===== src/rtl/bram_port_arbiter.sv =====
// bram_port_arbiter: round-robin sharing of one BRAM port between two requesters, with post-reset fill sweep
module bram_port_arbiter #(
    parameter int AddrWidth = 12,
    parameter int DataWidth = 9,
    parameter logic [DataWidth-1:0] InitValue = '0,
    parameter bit InitOnReset = 1'b1
) (
    input  logic                 clk,
    input  logic                 reset,
    input  logic                 req0,
    input  logic                 we0,
    input  logic [AddrWidth-1:0] addr0,
    input  logic [DataWidth-1:0] wdata0,
    output logic                 gnt0,
    output logic                 rvalid0,
    output logic [DataWidth-1:0] rdata0,
    input  logic                 req1,
    input  logic                 we1,
    input  logic [AddrWidth-1:0] addr1,
    input  logic [DataWidth-1:0] wdata1,
    output logic                 gnt1,
    output logic                 rvalid1,
    output logic [DataWidth-1:0] rdata1,
    output logic                 busy,
    output logic                 ram_en,
    output logic                 ram_we,
    output logic [AddrWidth-1:0] ram_addr,
    output logic [DataWidth-1:0] ram_din,
    input  logic [DataWidth-1:0] ram_dout
);
    typedef enum logic {INIT, RUN} state_t;
    state_t state, state_next;
    logic [AddrWidth-1:0] cnt;
    logic last, in_init, in_run;
    assign rdata0 = ram_dout;
    assign rdata1 = ram_dout;
    // state, sweep counter, last-granted pointer (1 = requester 0 wins next tie), read-valid flags
    always_ff @(posedge clk) begin
        if (reset) begin
            state   <= InitOnReset ? INIT : RUN;
            cnt     <= '0;
            last    <= 1'b1;
            rvalid0 <= 1'b0;
            rvalid1 <= 1'b0;
        end else begin
            state   <= state_next;
            cnt     <= in_init ? cnt + 1'b1 : cnt;
            last    <= gnt1 ? 1'b1 : gnt0 ? 1'b0 : last;
            rvalid0 <= gnt0 & ~we0;
            rvalid1 <= gnt1 & ~we1;
        end
    end
    // grant decision, sweep termination and RAM port mux; everything is quiet while reset is high
    always_comb begin
        in_init    = ~reset & (state == INIT);
        in_run     = ~reset & (state == RUN);
        state_next = (in_init && cnt == '1) ? RUN : state;
        gnt0       = in_run & req0 & (~req1 | last);
        gnt1       = in_run & req1 & (~req0 | ~last);
        busy       = reset ? InitOnReset : (state == INIT);
        ram_en     = in_init | gnt0 | gnt1;
        ram_we     = in_init | (gnt0 & we0) | (gnt1 & we1);
        ram_addr   = in_init ? cnt : gnt1 ? addr1 : addr0;
        ram_din    = in_init ? InitValue : gnt1 ? wdata1 : wdata0;
    end
endmodule


===== config.mk =====
export PLATFORM = sky130hd
export DESIGN_NAME = bram_port_arbiter
export DESIGN_NICKNAME = d
export VERILOG_FILES = /design/src/rtl/bram_port_arbiter.sv
export SDC_FILE = /design/constraint.sdc
export NUM_CORES = 1
export LEC_CHECK = 0
export ABC_AREA = 1
export BUFFER_PORTS_ARGS = -buffer_cell sky130_fd_sc_hd__buf_2
export CELL_PAD_IN_SITES_DETAIL_PLACEMENT = 0
export CELL_PAD_IN_SITES_GLOBAL_PLACEMENT = 1
export CORE_AREA = 5 5 78 80
export DETAILED_ROUTE_END_ITERATION = 8
export DIE_AREA = 0 0 83 85
export PLACE_DENSITY_LB_ADDON = 0.08
export SYNTH_ARGS = -nofsm -noshare
export SYNTH_HDL_FRONTEND = slang
export SYNTH_SLANG_ARGS = --single-unit

===== constraint.sdc =====
create_clock -name clk -period 2.6 [get_ports clk]
set_input_delay 0.52 -clock clk [delete_from_list [all_inputs] [get_ports clk]]
set_output_delay 0.52 -clock clk [all_outputs]
set_load 0.01 [all_outputs]

==> flow_summary.html, run 1 <==
<table>
<tr><th>Metric</th><th>Value</th></tr>
<tr><th colspan="2">Final layout</th></tr>
<tr><td>Antenna Cells</td><td>0</td></tr>
<tr><td>Non-filler instance count after layout</td><td>346</td></tr>
<tr><td>Most frequent standard cell in the layout excluding fill and tap cells</td><td>sky130_fd_sc_hd__buf_2</td></tr>
<tr><td>Number of nets in the final layout</td><td>334</td></tr>
<tr><td>Highest-count cells in the layout ignoring fill and taps</td><td>sky130_fd_sc_hd__buf_2, sky130_fd_sc_hd__nor2_1, sky130_fd_sc_hd__nand2_1</td></tr>
<tr><td>Fraction of layout cells with a size suffix above 1</td><td>34.31%</td></tr>
<tr><td>Layout Area Growth over Synthesis</td><td>28.24%</td></tr>
<tr><th colspan="2">Timing</th></tr>
<tr><td>Tightest Pin Transition</td><td>0.2956 ns</td></tr>
<tr><td>Fin crit period</td><td>2.212 ns</td></tr>
<tr><td>Number of setup violations in the final report</td><td>0</td></tr>
<tr><td>Final Cycle Share</td><td>85.07%</td></tr>
<tr><td>Unrepaired setup endpoints after global routing</td><td>no</td></tr>
<tr><td>Clock Skew</td><td>0.003992 ns</td></tr>
<tr><td>Total count of max-transition violations in the final report</td><td>0</td></tr>
<tr><td>Highest attainable clock frequency</td><td>452.1 MHz</td></tr>
<tr><td>Number of hold violations in the final report</td><td>0</td></tr>
<tr><td>Final TNS setup</td><td>0 ns</td></tr>
<tr><td>Rel. slew slack</td><td>80.22%</td></tr>
<tr><th colspan="2">Die</th></tr>
<tr><td>Y dimension of the die</td><td>85 um</td></tr>
<tr><td>Die Outline Area</td><td>7055 um2</td></tr>
<tr><td>Area of the core</td><td>5338 um2</td></tr>
<tr><td>Number of core rows</td><td>27</td></tr>
<tr><td>Starting utilization of the core area</td><td>24.57%</td></tr>
<tr><td>Top-level port count</td><td>103</td></tr>
<tr><td>Horizontal die dimension</td><td>83 um</td></tr>
<tr><th colspan="2">Synthesis</th></tr>
<tr><td>Yosys Warn Count</td><td>0</td></tr>
<tr><td>Post-synth EDFFs</td><td>0</td></tr>
<tr><td>Syn Std Cell Area</td><td>1311 um2</td></tr>
<tr><td>Share of flip-flops with an asynchronous set or reset</td><td>0%</td></tr>
<tr><td>Post-synthesis cell type count</td><td>27</td></tr>
<tr><td>Sequential fraction of the synthesis area</td><td>24.43%</td></tr>
<tr><td>Most frequently used flop master after synthesis</td><td>sky130_fd_sc_hd__dfxtp_1</td></tr>
<tr><td>Number of cells produced by synthesis</td><td>216</td></tr>
<tr><td>Post-synthesis net count</td><td>274</td></tr>
<tr><td>Post-synthesis sequential element count</td><td>16</td></tr>
<tr><td>Mean instance size in the synthesized netlist</td><td>6.071 um2</td></tr>
<tr><th colspan="2">Placement</th></tr>
<tr><td>Final weighted congestion of routability-driven global placement</td><td>0.7408</td></tr>
<tr><td>Number of buffers added on ports</td><td>75</td></tr>
<tr><td>Dpl hpwl</td><td>3554 um</td></tr>
<tr><td>Placed cell count</td><td>343</td></tr>
<tr><th colspan="2">Routing</th></tr>
<tr><td>Final antenna-violating net count</td><td>0</td></tr>
<tr><td>Initial DRC Count</td><td>37</td></tr>
<tr><td>Total Routed Length</td><td>4348 um</td></tr>
<tr><td>Via Count</td><td>1458</td></tr>
<tr><td>DRC violation count after routing</td><td>0</td></tr>
<tr><td>Routed wire length per instance</td><td>12.57 um</td></tr>
<tr><td>Detailed-routing iteration count for the pre-antenna-repair pass</td><td>4</td></tr>
<tr><td>Detailed-route vias per instance</td><td>4.214</td></tr>
<tr><th colspan="2">Run status</th></tr>
<tr><td>Status</td><td>finished, final reports clean</td></tr>
<tr><th colspan="2">Critical path</th></tr>
<tr><td>Critical Path End Type</td><td>primary output</td></tr>
<tr><td>Crit-path max FO</td><td>13</td></tr>
<tr><td>Worst Path Class, Setup</td><td>flop to primary output</td></tr>
<tr><td>Data required time of the worst path</td><td>2.08 ns</td></tr>
<tr><td>Arr. time, crit path</td><td>1.69 ns</td></tr>
<tr><td>Type of element launching the critical path</td><td>flop</td></tr>
<tr><th colspan="2">Power and ir drop</th></tr>
<tr><td>Static leakage</td><td>0.9031 nW</td></tr>
<tr><td>Power per unit of standard cell area</td><td>340.5 nW/um2</td></tr>
<tr><td>Final total power</td><td>0.0005727 W</td></tr>
<tr><td>Worst voltage drop across the vdd grid</td><td>202.3 uV</td></tr>
<tr><th colspan="2">GRT</th></tr>
<tr><td>Vias in the first global route</td><td>1409</td></tr>
<tr><td>Wire length of the first global-routing pass</td><td>7113 um</td></tr>
<tr><td>Maximum number of pins on one net before global-route repair</td><td>18</td></tr>
<tr><td>Antenna violations before repair</td><td>0</td></tr>
<tr><td>Total global routing track utilization</td><td>12.01%</td></tr>
<tr><td>Total global routing overflow</td><td>0</td></tr>
<tr><th colspan="2">CTS</th></tr>
<tr><td>Worst-case clock buffer depth</td><td>2</td></tr>
<tr><td>Clock slew at reported path FFs</td><td>0.07 ns</td></tr>
<tr><td>CTS tree</td><td>done</td></tr>
<tr><td>Number of post-CTS setup repair buffers</td><td>0</td></tr>
<tr><td>Clock buffers created by TritonCTS</td><td>3</td></tr>
<tr><td>Quantity of hold-fixing buffers added after cts</td><td>0</td></tr>
<tr><td>CTS Root Cell</td><td>sky130_fd_sc_hd__clkbuf_8</td></tr>
<tr><td># clock sinks</td><td>16</td></tr>
<tr><td>H-tree depth</td><td>1</td></tr>
<tr><td>Post_cts resized</td><td>0</td></tr>
<tr><td>Clk Latency, worst-skew pair</td><td>0.25 ns</td></tr>
<tr><th colspan="2">Worst hold path</th></tr>
<tr><td>Worst min-delay path class</td><td>input pin to flop</td></tr>
<tr><th colspan="2">Job</th></tr>
<tr><td>Number of maximum-capacitance constraint violations</td><td>0</td></tr>
</table>
worst paths after layout:
kind	cells past startpoint	startpoint	slack, ns	endpoint
worst max-delay path	7	state	0.39	ram_din[6]
worst min register to register	2	cnt[10]	0.48	cnt[10]
worst max register to register	7	state	1.22	cnt[7]
worst min-delay path	2	we0	0.43	rvalid0
cell families after synthesis:
kind of cell               count (synthesis)  share of synthesized area [%]
DFF                                       16                          24.43
AOI/OAI and AO/OA                         44                          17.46
and+or+nand+nor                          108                          37.31
buffers and inverters                     47                          19.85
adders and majority gates                  1                         0.9540
registers in the layout (all words and copies together) (netlist names):
| register | cells |
|---|---|
| rvalid0 | 1 |
| last | 1 |
| cnt | 12 |
| rvalid1 | 1 |
| state | 1 |
metrics by stage:
| step | setup WS, ns | hold WS [ns] | util (%) | area (um2) |
|---|---|---|---|---|
| global route | 0.2357 | 0.4330 | 31.50 | 1682 |
| detailed placement | 0.4134 | 0.4693 | 30.73 | 1640 |
| floorplan | 0.8515 | 0.4347 | - | 1311 |
| finish | 0.3881 | 0.4307 | 31.50 | 1682 |
| global placement | 0.3918 | 0.4835 | 30.73 | 1640 |
| CTS | 0.3719 | 0.4265 | 31.50 | 1682 |
Yosys cell counts, types with 2 or more instances:
master / n / share of area [%]
sky130_fd_sc_hd__buf_2: 4 / 1.5
sky130_fd_sc_hd__inv_1: 19 / 5.4
sky130_fd_sc_hd__nand3_1: 7 / 2.7
sky130_fd_sc_hd__nand2_1: 42 / 12
sky130_fd_sc_hd__nor2_1: 43 / 12
sky130_fd_sc_hd__nor2_4: 3 / 2.6
sky130_fd_sc_hd__buf_4: 21 / 12
sky130_fd_sc_hd__dfxtp_1: 16 / 24
sky130_fd_sc_hd__o21ai_0: 14 / 5.3
sky130_fd_sc_hd__nand4_1: 4 / 1.9
sky130_fd_sc_hd__inv_2: 2 / 0.57
sky130_fd_sc_hd__nor3_1: 2 / 0.76
sky130_fd_sc_hd__o21ai_1: 2 / 0.76
sky130_fd_sc_hd__a21oi_1: 24 / 9.2
cell type report:
class | instances | area [um2]
fillers | 629 | 3656
multi-input cells | 153 | 730.7
repair buffers | 81 | 420.4
flip-flops and latches | 16 | 320.3
well taps | 72 | 90.09
inverters | 21 | 78.83
clock buffers | 3 | 41.29
per-layer routing:
metal  vias to the layer above  GRT usage [%]  share of wire, %
met2                        51          18.59                42
li1                        788              -                 -
met1                       609          16.04                50
met4                         0          4.309               1.3
met5                         -              0                 0
met3                        10          3.204               7.2
report_power, final:
group / switching [W] / internal [W] / leakage (nW)
sequential: 0.00000385 / 0.000248 / 0.129
combinational: 0.0000668 / 0.0000608 / 0.752
clock: 0.0000900 / 0.000103 / 0.0216
worst max-delay path, cell delays in order, from the launching register on:
cell and delay [ns]:
sky130_fd_sc_hd__dfxtp_1 0.41, sky130_fd_sc_hd__inv_1 0.11, sky130_fd_sc_hd__nor2_2 0.13, sky130_fd_sc_hd__nand3_2 0.24, sky130_fd_sc_hd__buf_4 0.27, sky130_fd_sc_hd__nor2_1 0.10
sky130_fd_sc_hd__nor2_1 0.05, sky130_fd_sc_hd__buf_2 0.13
Note: power is estimated with default switching activity, not from simulation.
==> run 2, diff against run 1 <==
- PLACE_DENSITY_LB_ADDON: 0.08 -> 0.1
- clock period: 2.6 -> 2.8 ns (I/O delays scaled with it)
==> flow_summary.html, run 2 (synthesis results as in run 1) <==
<table>
<tr><th>Metric</th><th>Value</th></tr>
<tr><th colspan="2">Run status</th></tr>
<tr><td>Status</td><td>finished, final reports clean</td></tr>
<tr><th colspan="2">Final layout</th></tr>
<tr><td>Number of flip-flops in the largest register</td><td>12</td></tr>
<tr><td>Most flop-heavy register</td><td>cnt</td></tr>
<tr><td>Most frequent standard cell in the layout excluding fill and tap cells</td><td>sky130_fd_sc_hd__buf_2</td></tr>
<tr><td>Layout Area Growth over Synthesis</td><td>27.00%</td></tr>
<tr><td>Fraction of layout cells with a size suffix above 1</td><td>33.58%</td></tr>
<tr><td>Antenna Cells</td><td>0</td></tr>
<tr><td>Total of fill cells in the finished design</td><td>647</td></tr>
<tr><td>Highest-count cells in the layout ignoring fill and taps</td><td>sky130_fd_sc_hd__buf_2, sky130_fd_sc_hd__nor2_1, sky130_fd_sc_hd__nand2_1</td></tr>
<tr><td>Number of nets in the final layout</td><td>330</td></tr>
<tr><th colspan="2">Routing</th></tr>
<tr><td>Detailed-route vias per instance</td><td>4.280</td></tr>
<tr><td>Final antenna-violating net count</td><td>0</td></tr>
<tr><td>Detailed-routing iteration count for the pre-antenna-repair pass</td><td>4</td></tr>
<tr><td>DRC violation count after routing</td><td>0</td></tr>
<tr><td>Initial DRC Count</td><td>29</td></tr>
<tr><td>Routed wire length per instance</td><td>12.53 um</td></tr>
<tr><td>Via Count</td><td>1468</td></tr>
<tr><td>Total Routed Length</td><td>4298 um</td></tr>
<tr><th colspan="2">Timing</th></tr>
<tr><td>Total count of max-transition violations in the final report</td><td>0</td></tr>
<tr><td>Unrepaired setup endpoints after global routing</td><td>no</td></tr>
<tr><td>Final TNS setup</td><td>0 ns</td></tr>
<tr><td>Number of setup violations in the final report</td><td>0</td></tr>
<tr><td>Clock Skew</td><td>0.002381 ns</td></tr>
<tr><td>Fin crit period</td><td>2.462 ns</td></tr>
<tr><td>Number of hold violations in the final report</td><td>0</td></tr>
<tr><td>Rel. slew slack</td><td>67.55%</td></tr>
<tr><td>Min setup slack post-route</td><td>0.3381 ns</td></tr>
<tr><td>Highest attainable clock frequency</td><td>406.2 MHz</td></tr>
<tr><td>Final Cycle Share</td><td>87.92%</td></tr>
<tr><td>Tightest Pin Transition</td><td>0.4861 ns</td></tr>
<tr><th colspan="2">CTS</th></tr>
<tr><td>Quantity of hold-fixing buffers added after cts</td><td>0</td></tr>
<tr><td>Number of post-CTS setup repair buffers</td><td>0</td></tr>
<tr><td>Post_cts resized</td><td>0</td></tr>
<tr><td>Worst-case clock buffer depth</td><td>2</td></tr>
<tr><td>CTS Root Cell</td><td>sky130_fd_sc_hd__clkbuf_8</td></tr>
<tr><td>CTS tree</td><td>done</td></tr>
<tr><td>Clock buffers created by TritonCTS</td><td>3</td></tr>
<tr><td>H-tree depth</td><td>1</td></tr>
<tr><td>Clk Latency, worst-skew pair</td><td>0.26 ns</td></tr>
<tr><td>Clock slew at reported path FFs</td><td>0.07 ns</td></tr>
<tr><td># clock sinks</td><td>16</td></tr>
<tr><th colspan="2">GRT</th></tr>
<tr><td>Wire length of the first global-routing pass</td><td>6982 um</td></tr>
<tr><td>Antenna violations before repair</td><td>0</td></tr>
<tr><td>Total global routing overflow</td><td>0</td></tr>
<tr><td>Vias in the first global route</td><td>1352</td></tr>
<tr><td>Maximum number of pins on one net before global-route repair</td><td>25</td></tr>
<tr><td>Total global routing track utilization</td><td>12.03%</td></tr>
<tr><th colspan="2">Power and ir drop</th></tr>
<tr><td>Static leakage</td><td>0.8911 nW</td></tr>
<tr><td>Worst voltage drop across the vdd grid</td><td>128.7 uV</td></tr>
<tr><td>Final total power</td><td>0.0005667 W</td></tr>
<tr><td>Power per unit of standard cell area</td><td>340.3 nW/um2</td></tr>
<tr><th colspan="2">Job</th></tr>
<tr><td>Number of maximum-capacitance constraint violations</td><td>0</td></tr>
<tr><th colspan="2">Critical path</th></tr>
<tr><td>Worst r2r path cells</td><td>4</td></tr>
<tr><td>Capture point of the worst reg-to-reg path</td><td>last</td></tr>
<tr><td>Worst Path Class, Setup</td><td>input pin to primary output</td></tr>
<tr><td>Crit-path max FO</td><td>16</td></tr>
<tr><td>Arr. time, crit path</td><td>1.90 ns</td></tr>
<tr><td>Data required time of the worst path</td><td>2.24 ns</td></tr>
<tr><td>Critical Path End Type</td><td>primary output</td></tr>
<tr><td>Type of element launching the critical path</td><td>input pin</td></tr>
<tr><td>Critical R2R Launch</td><td>state</td></tr>
<tr><td>Worst-case register-to-register setup slack</td><td>1.41 ns</td></tr>
<tr><th colspan="2">Die</th></tr>
<tr><td>Area of the core</td><td>5338 um2</td></tr>
<tr><td>Number of core rows</td><td>27</td></tr>
<tr><td>Starting utilization of the core area</td><td>24.57%</td></tr>
<tr><td>Die Outline Area</td><td>7055 um2</td></tr>
<tr><td>Horizontal die dimension</td><td>83 um</td></tr>
<tr><td>Top-level port count</td><td>103</td></tr>
<tr><td>Y dimension of the die</td><td>85 um</td></tr>
<tr><th colspan="2">Placement</th></tr>
<tr><td>Number of buffers added on ports</td><td>75</td></tr>
<tr><td>Place WS</td><td>0.3140 ns</td></tr>
<tr><td>Final weighted congestion of routability-driven global placement</td><td>0.7933</td></tr>
<tr><td>Dpl hpwl</td><td>3455 um</td></tr>
<tr><th colspan="2">Worst hold path</th></tr>
<tr><td>Destination of the worst hold path</td><td>rvalid1</td></tr>
<tr><td>Hold Crit Start</td><td>we1</td></tr>
<tr><td>Cells on Worst Hold Path</td><td>2</td></tr>
<tr><td>Worst min-delay path class</td><td>input pin to flop</td></tr>
</table>
[run 2: cell types whose count changed in the layout (fill, tap and decap cells not counted)]
cell and change:
sky130_fd_sc_hd__buf_4 -4, sky130_fd_sc_hd__clkbuf_8 +1
[run 2: cell type report]
| class | instances | area (um2) | area share [%] |
|---|---|---|---|
| multi-input cells | 153 | 730.7 | 43.88 |
| repair buffers | 77 | 390.4 | 23.44 |
| flip-flops and latches | 16 | 320.3 | 19.23 |
| well taps | 72 | 90.09 | 5.409 |
| inverters | 21 | 78.83 | 4.733 |
| clock buffers | 4 | 55.05 | 3.306 |
[run 2: how the worst max path moves through the flow]
stage,from,depth (start not counted),endpoint,slack [ns]
floorplan,reset,6,ram_addr[3],0.97
global placement,reset,8,ram_addr[10],0.35
detailed placement,reset,8,ram_addr[9],0.31
CTS,reset,8,ram_addr[9],0.30
global route,reset,8,ram_addr[3],0.18
finish,reset,8,ram_addr[9],0.34
[run 2: critical path, stage by stage]
cell	delay (ns)
sky130_fd_sc_hd__buf_2	0.15
sky130_fd_sc_hd__inv_2	0.18
sky130_fd_sc_hd__nand2_2	0.12
sky130_fd_sc_hd__nor2_4	0.32
sky130_fd_sc_hd__buf_4	0.23
sky130_fd_sc_hd__a21oi_1	0.08
sky130_fd_sc_hd__a21oi_1	0.11
sky130_fd_sc_hd__buf_2	0.14
[run 2: stage by stage]
step | area (um2) | hold slack [ns] | utilization, % | instances
3_3_place_gp | 1610 | 0.4624 | 30.17 | 339
6_report | 1665 | 0.4608 | 31.20 | 343
4_1_cts | 1665 | 0.4599 | 31.20 | 343
3_5_place_dp | 1610 | 0.4640 | 30.17 | 339
5_1_grt | 1665 | 0.4697 | 31.20 | 343
2_1_floorplan | 1311 | 0.4347 | - | 216
[run 2: power breakdown]
group	switching, W	total (W)	internal [W]
clock network	0.0000914	0.000217	0.000125
logic	0.0000614	0.000116	0.0000544
registers	0.00000366	0.000234	0.000231
[run 2: routing by layer]
metal | wire length (um) | up-vias | GRT usage [%]
met5 | 0 | - | 0
met4 | 59 | 0 | 4.309
met3 | 281 | 7 | 3.301
met2 | 1812 | 49 | 18.08
met1 | 2145 | 632 | 16.44
li1 | - | 780 | -
==> run 3, diff against run 2 <==
--- a/config.mk
+++ b/config.mk
@@ -7,5 +7,5 @@
 export LEC_CHECK = 0
 export ABC_AREA = 1
-export BUFFER_PORTS_ARGS = -buffer_cell sky130_fd_sc_hd__buf_2
+export BUFFER_PORTS_ARGS = -buffer_cell sky130_fd_sc_hd__clkbuf_2
 export CELL_PAD_IN_SITES_DETAIL_PLACEMENT = 0
 export CELL_PAD_IN_SITES_GLOBAL_PLACEMENT = 1
==> constraint.sdc (replaced) <==
create_clock -name clk -period 2.8 [get_ports clk]
set_input_delay 0.56 -clock clk [delete_from_list [all_inputs] [get_ports clk]]
set_output_delay 0.56 -clock clk [all_outputs]
set_load 0.05 [all_outputs]
==> flow_summary.html, run 3 (synthesis results as in run 1) <==
<table>
<tr><th>Metric</th><th>Value</th></tr>
<tr><th colspan="2">Final layout</th></tr>
<tr><td>Antenna Cells</td><td>0</td></tr>
<tr><td>Most frequent standard cell in the layout excluding fill and tap cells</td><td>sky130_fd_sc_hd__clkbuf_2</td></tr>
<tr><td>Highest-count cells in the layout ignoring fill and taps</td><td>sky130_fd_sc_hd__clkbuf_2, sky130_fd_sc_hd__nor2_1, sky130_fd_sc_hd__nand2_1</td></tr>
<tr><td>Total of fill cells in the finished design</td><td>619</td></tr>
<tr><td>Fraction of layout cells with a size suffix above 1</td><td>33.82%</td></tr>
<tr><td>Layout Area Growth over Synthesis</td><td>28.53%</td></tr>
<tr><td>Number of nets in the final layout</td><td>331</td></tr>
<tr><td>Most flop-heavy register</td><td>cnt</td></tr>
<tr><td>Number of flip-flops in the largest register</td><td>12</td></tr>
<tr><th colspan="2">Timing</th></tr>
<tr><td>Unrepaired setup endpoints after global routing</td><td>no</td></tr>
<tr><td>Rel. slew slack</td><td>74.84%</td></tr>
<tr><td>Highest attainable clock frequency</td><td>409.6 MHz</td></tr>
<tr><td>Tightest Pin Transition</td><td>0.3760 ns</td></tr>
<tr><td>Number of setup violations in the final report</td><td>0</td></tr>
<tr><td>Fin crit period</td><td>2.442 ns</td></tr>
<tr><td>Total count of max-transition violations in the final report</td><td>0</td></tr>
<tr><td>Final Cycle Share</td><td>87.20%</td></tr>
<tr><td>Number of hold violations in the final report</td><td>0</td></tr>
<tr><td>Final TNS setup</td><td>0 ns</td></tr>
<tr><td>Clock Skew</td><td>0.002817 ns</td></tr>
<tr><th colspan="2">Critical path</th></tr>
<tr><td>Worst r2r path cells</td><td>7</td></tr>
<tr><td>Cell class contributing the biggest share of worst-path delay</td><td>buffers and inverters</td></tr>
<tr><td>Worst-case register-to-register setup slack</td><td>1.45 ns</td></tr>
<tr><td>Number of gates on the worst path with buffers counted</td><td>8</td></tr>
<tr><td>Data required time of the worst path</td><td>2.24 ns</td></tr>
<tr><td>Buffers &amp; Inverters on Critical Path</td><td>4</td></tr>
<tr><td>Worst Path Class, Setup</td><td>input pin to primary output</td></tr>
<tr><td>Arr. time, crit path</td><td>1.88 ns</td></tr>
<tr><td>CP max-delay cell</td><td>sky130_fd_sc_hd__clkbuf_2</td></tr>
<tr><td>Type of element launching the critical path</td><td>input pin</td></tr>
<tr><td>Critical Path End Type</td><td>primary output</td></tr>
<tr><td>Crit-path max FO</td><td>22</td></tr>
<tr><td>Cells along the critical path</td><td>clkbuf_2 -&gt; inv_2 -&gt; nand2_2 -&gt; nor2_4 -&gt; buf_12 -&gt; a21oi_1 -&gt; a21oi_1 -&gt; clkbuf_2</td></tr>
<tr><td>Critical path's largest stage delay</td><td>0.30 ns</td></tr>
<tr><th colspan="2">Die</th></tr>
<tr><td>Y dimension of the die</td><td>85 um</td></tr>
<tr><td>Top-level port count</td><td>103</td></tr>
<tr><td>Horizontal die dimension</td><td>83 um</td></tr>
<tr><td>Starting utilization of the core area</td><td>24.57%</td></tr>
<tr><td>Number of core rows</td><td>27</td></tr>
<tr><td>Die Outline Area</td><td>7055 um2</td></tr>
<tr><td>Area of the core</td><td>5338 um2</td></tr>
<tr><th colspan="2">CTS</th></tr>
<tr><td>Number of post-CTS setup repair buffers</td><td>0</td></tr>
<tr><td>Clock slew at reported path FFs</td><td>0.07 ns</td></tr>
<tr><td>Clk Latency, worst-skew pair</td><td>0.25 ns</td></tr>
<tr><td>CTS Root Cell</td><td>sky130_fd_sc_hd__clkbuf_8</td></tr>
<tr><td>Quantity of hold-fixing buffers added after cts</td><td>0</td></tr>
<tr><td>H-tree depth</td><td>1</td></tr>
<tr><td>CTS tree</td><td>done</td></tr>
<tr><td>Clock buffers created by TritonCTS</td><td>3</td></tr>
<tr><td>Post_cts resized</td><td>0</td></tr>
<tr><td># clock sinks</td><td>16</td></tr>
<tr><td>Worst-case clock buffer depth</td><td>2</td></tr>
<tr><th colspan="2">GRT</th></tr>
<tr><td>Wire length of the first global-routing pass</td><td>7279 um</td></tr>
<tr><td>Vias in the first global route</td><td>1417</td></tr>
<tr><td>Total global routing track utilization</td><td>12.42%</td></tr>
<tr><td>Total global routing overflow</td><td>0</td></tr>
<tr><td>Antenna violations before repair</td><td>0</td></tr>
<tr><td>Maximum number of pins on one net before global-route repair</td><td>24</td></tr>
<tr><th colspan="2">Worst hold path</th></tr>
<tr><td>Worst min-delay path class</td><td>input pin to flop</td></tr>
<tr><td>Cells on Worst Hold Path</td><td>2</td></tr>
<tr><th colspan="2">Routing</th></tr>
<tr><td>Routed wire length per instance</td><td>12.47 um</td></tr>
<tr><td>Total Routed Length</td><td>4291 um</td></tr>
<tr><td>Detailed-route vias per instance</td><td>4.227</td></tr>
<tr><td>DRC violation count after routing</td><td>0</td></tr>
<tr><td>Detailed-routing iteration count for the pre-antenna-repair pass</td><td>3</td></tr>
<tr><td>Via Count</td><td>1454</td></tr>
<tr><td>Final antenna-violating net count</td><td>0</td></tr>
<tr><td>Initial DRC Count</td><td>61</td></tr>
<tr><th colspan="2">Power and ir drop</th></tr>
<tr><td>Worst voltage drop across the vdd grid</td><td>128.7 uV</td></tr>
<tr><td>Power per unit of standard cell area</td><td>372.3 nW/um2</td></tr>
<tr><td>Static leakage</td><td>0.9015 nW</td></tr>
<tr><td>Final total power</td><td>0.0006274 W</td></tr>
<tr><th colspan="2">Placement</th></tr>
<tr><td>Dpl hpwl</td><td>3458 um</td></tr>
<tr><td>Final weighted congestion of routability-driven global placement</td><td>0.8520</td></tr>
<tr><td>Number of buffers added on ports</td><td>75</td></tr>
<tr><th colspan="2">Run status</th></tr>
<tr><td>Status</td><td>finished, final reports clean</td></tr>
<tr><th colspan="2">Job</th></tr>
<tr><td>Number of maximum-capacitance constraint violations</td><td>0</td></tr>
</table>
-- run 3: power by group --
part / switching (W) / internal [W] / total, W
combinational: 0.000125 / 0.0000543 / 0.000179
sequential: 0.00000358 / 0.000231 / 0.000234
clock: 0.0000889 / 0.000125 / 0.000214
-- run 3: area by class of cell --
| type | count | area, um2 | share of cell area (%) |
|---|---|---|---|
| Tap cell | 72 | 90.09 | 5.345 |
| Timing Repair Buffer | 78 | 410.4 | 24.35 |
| Sequential cell | 16 | 320.3 | 19.01 |
| Inverter | 21 | 78.83 | 4.677 |
| Clock buffer | 4 | 55.05 | 3.267 |
| Multi-Input combinational cell | 153 | 730.7 | 43.36 |
-- run 3: worst paths after layout --
kind	start	end
max	reset	ram_addr[4]
min	we1	rvalid1
max reg2reg	state	cnt[5]
min reg2reg	cnt[10]	cnt[10]
-- run 3: per-layer routing --
layer | vias up | track usage (%) | share of wire [%]
met3 | 7 | 2.913 | 6.3
met2 | 47 | 19.10 | 43
met5 | - | 0 | 0
met1 | 617 | 17.14 | 49
li1 | 783 | - | -
met4 | 0 | 3.863 | 1.3
-- run 3: per-stage QoR --
stage / hold slack (ns) / util [%] / setup slack (ns) / instance area (um2) / std cells
3_3_place_gp: 0.4626 / 30.54 / 0.3561 / 1630 / 340
4_1_cts: 0.4734 / 31.58 / 0.3211 / 1685 / 344
2_1_floorplan: 0.4347 / - / 0.07274 / 1311 / 216
6_report: 0.4768 / 31.58 / 0.3584 / 1685 / 344
3_5_place_dp: 0.4696 / 30.54 / 0.3242 / 1630 / 340
5_1_grt: 0.4737 / 31.58 / 0.1647 / 1685 / 344
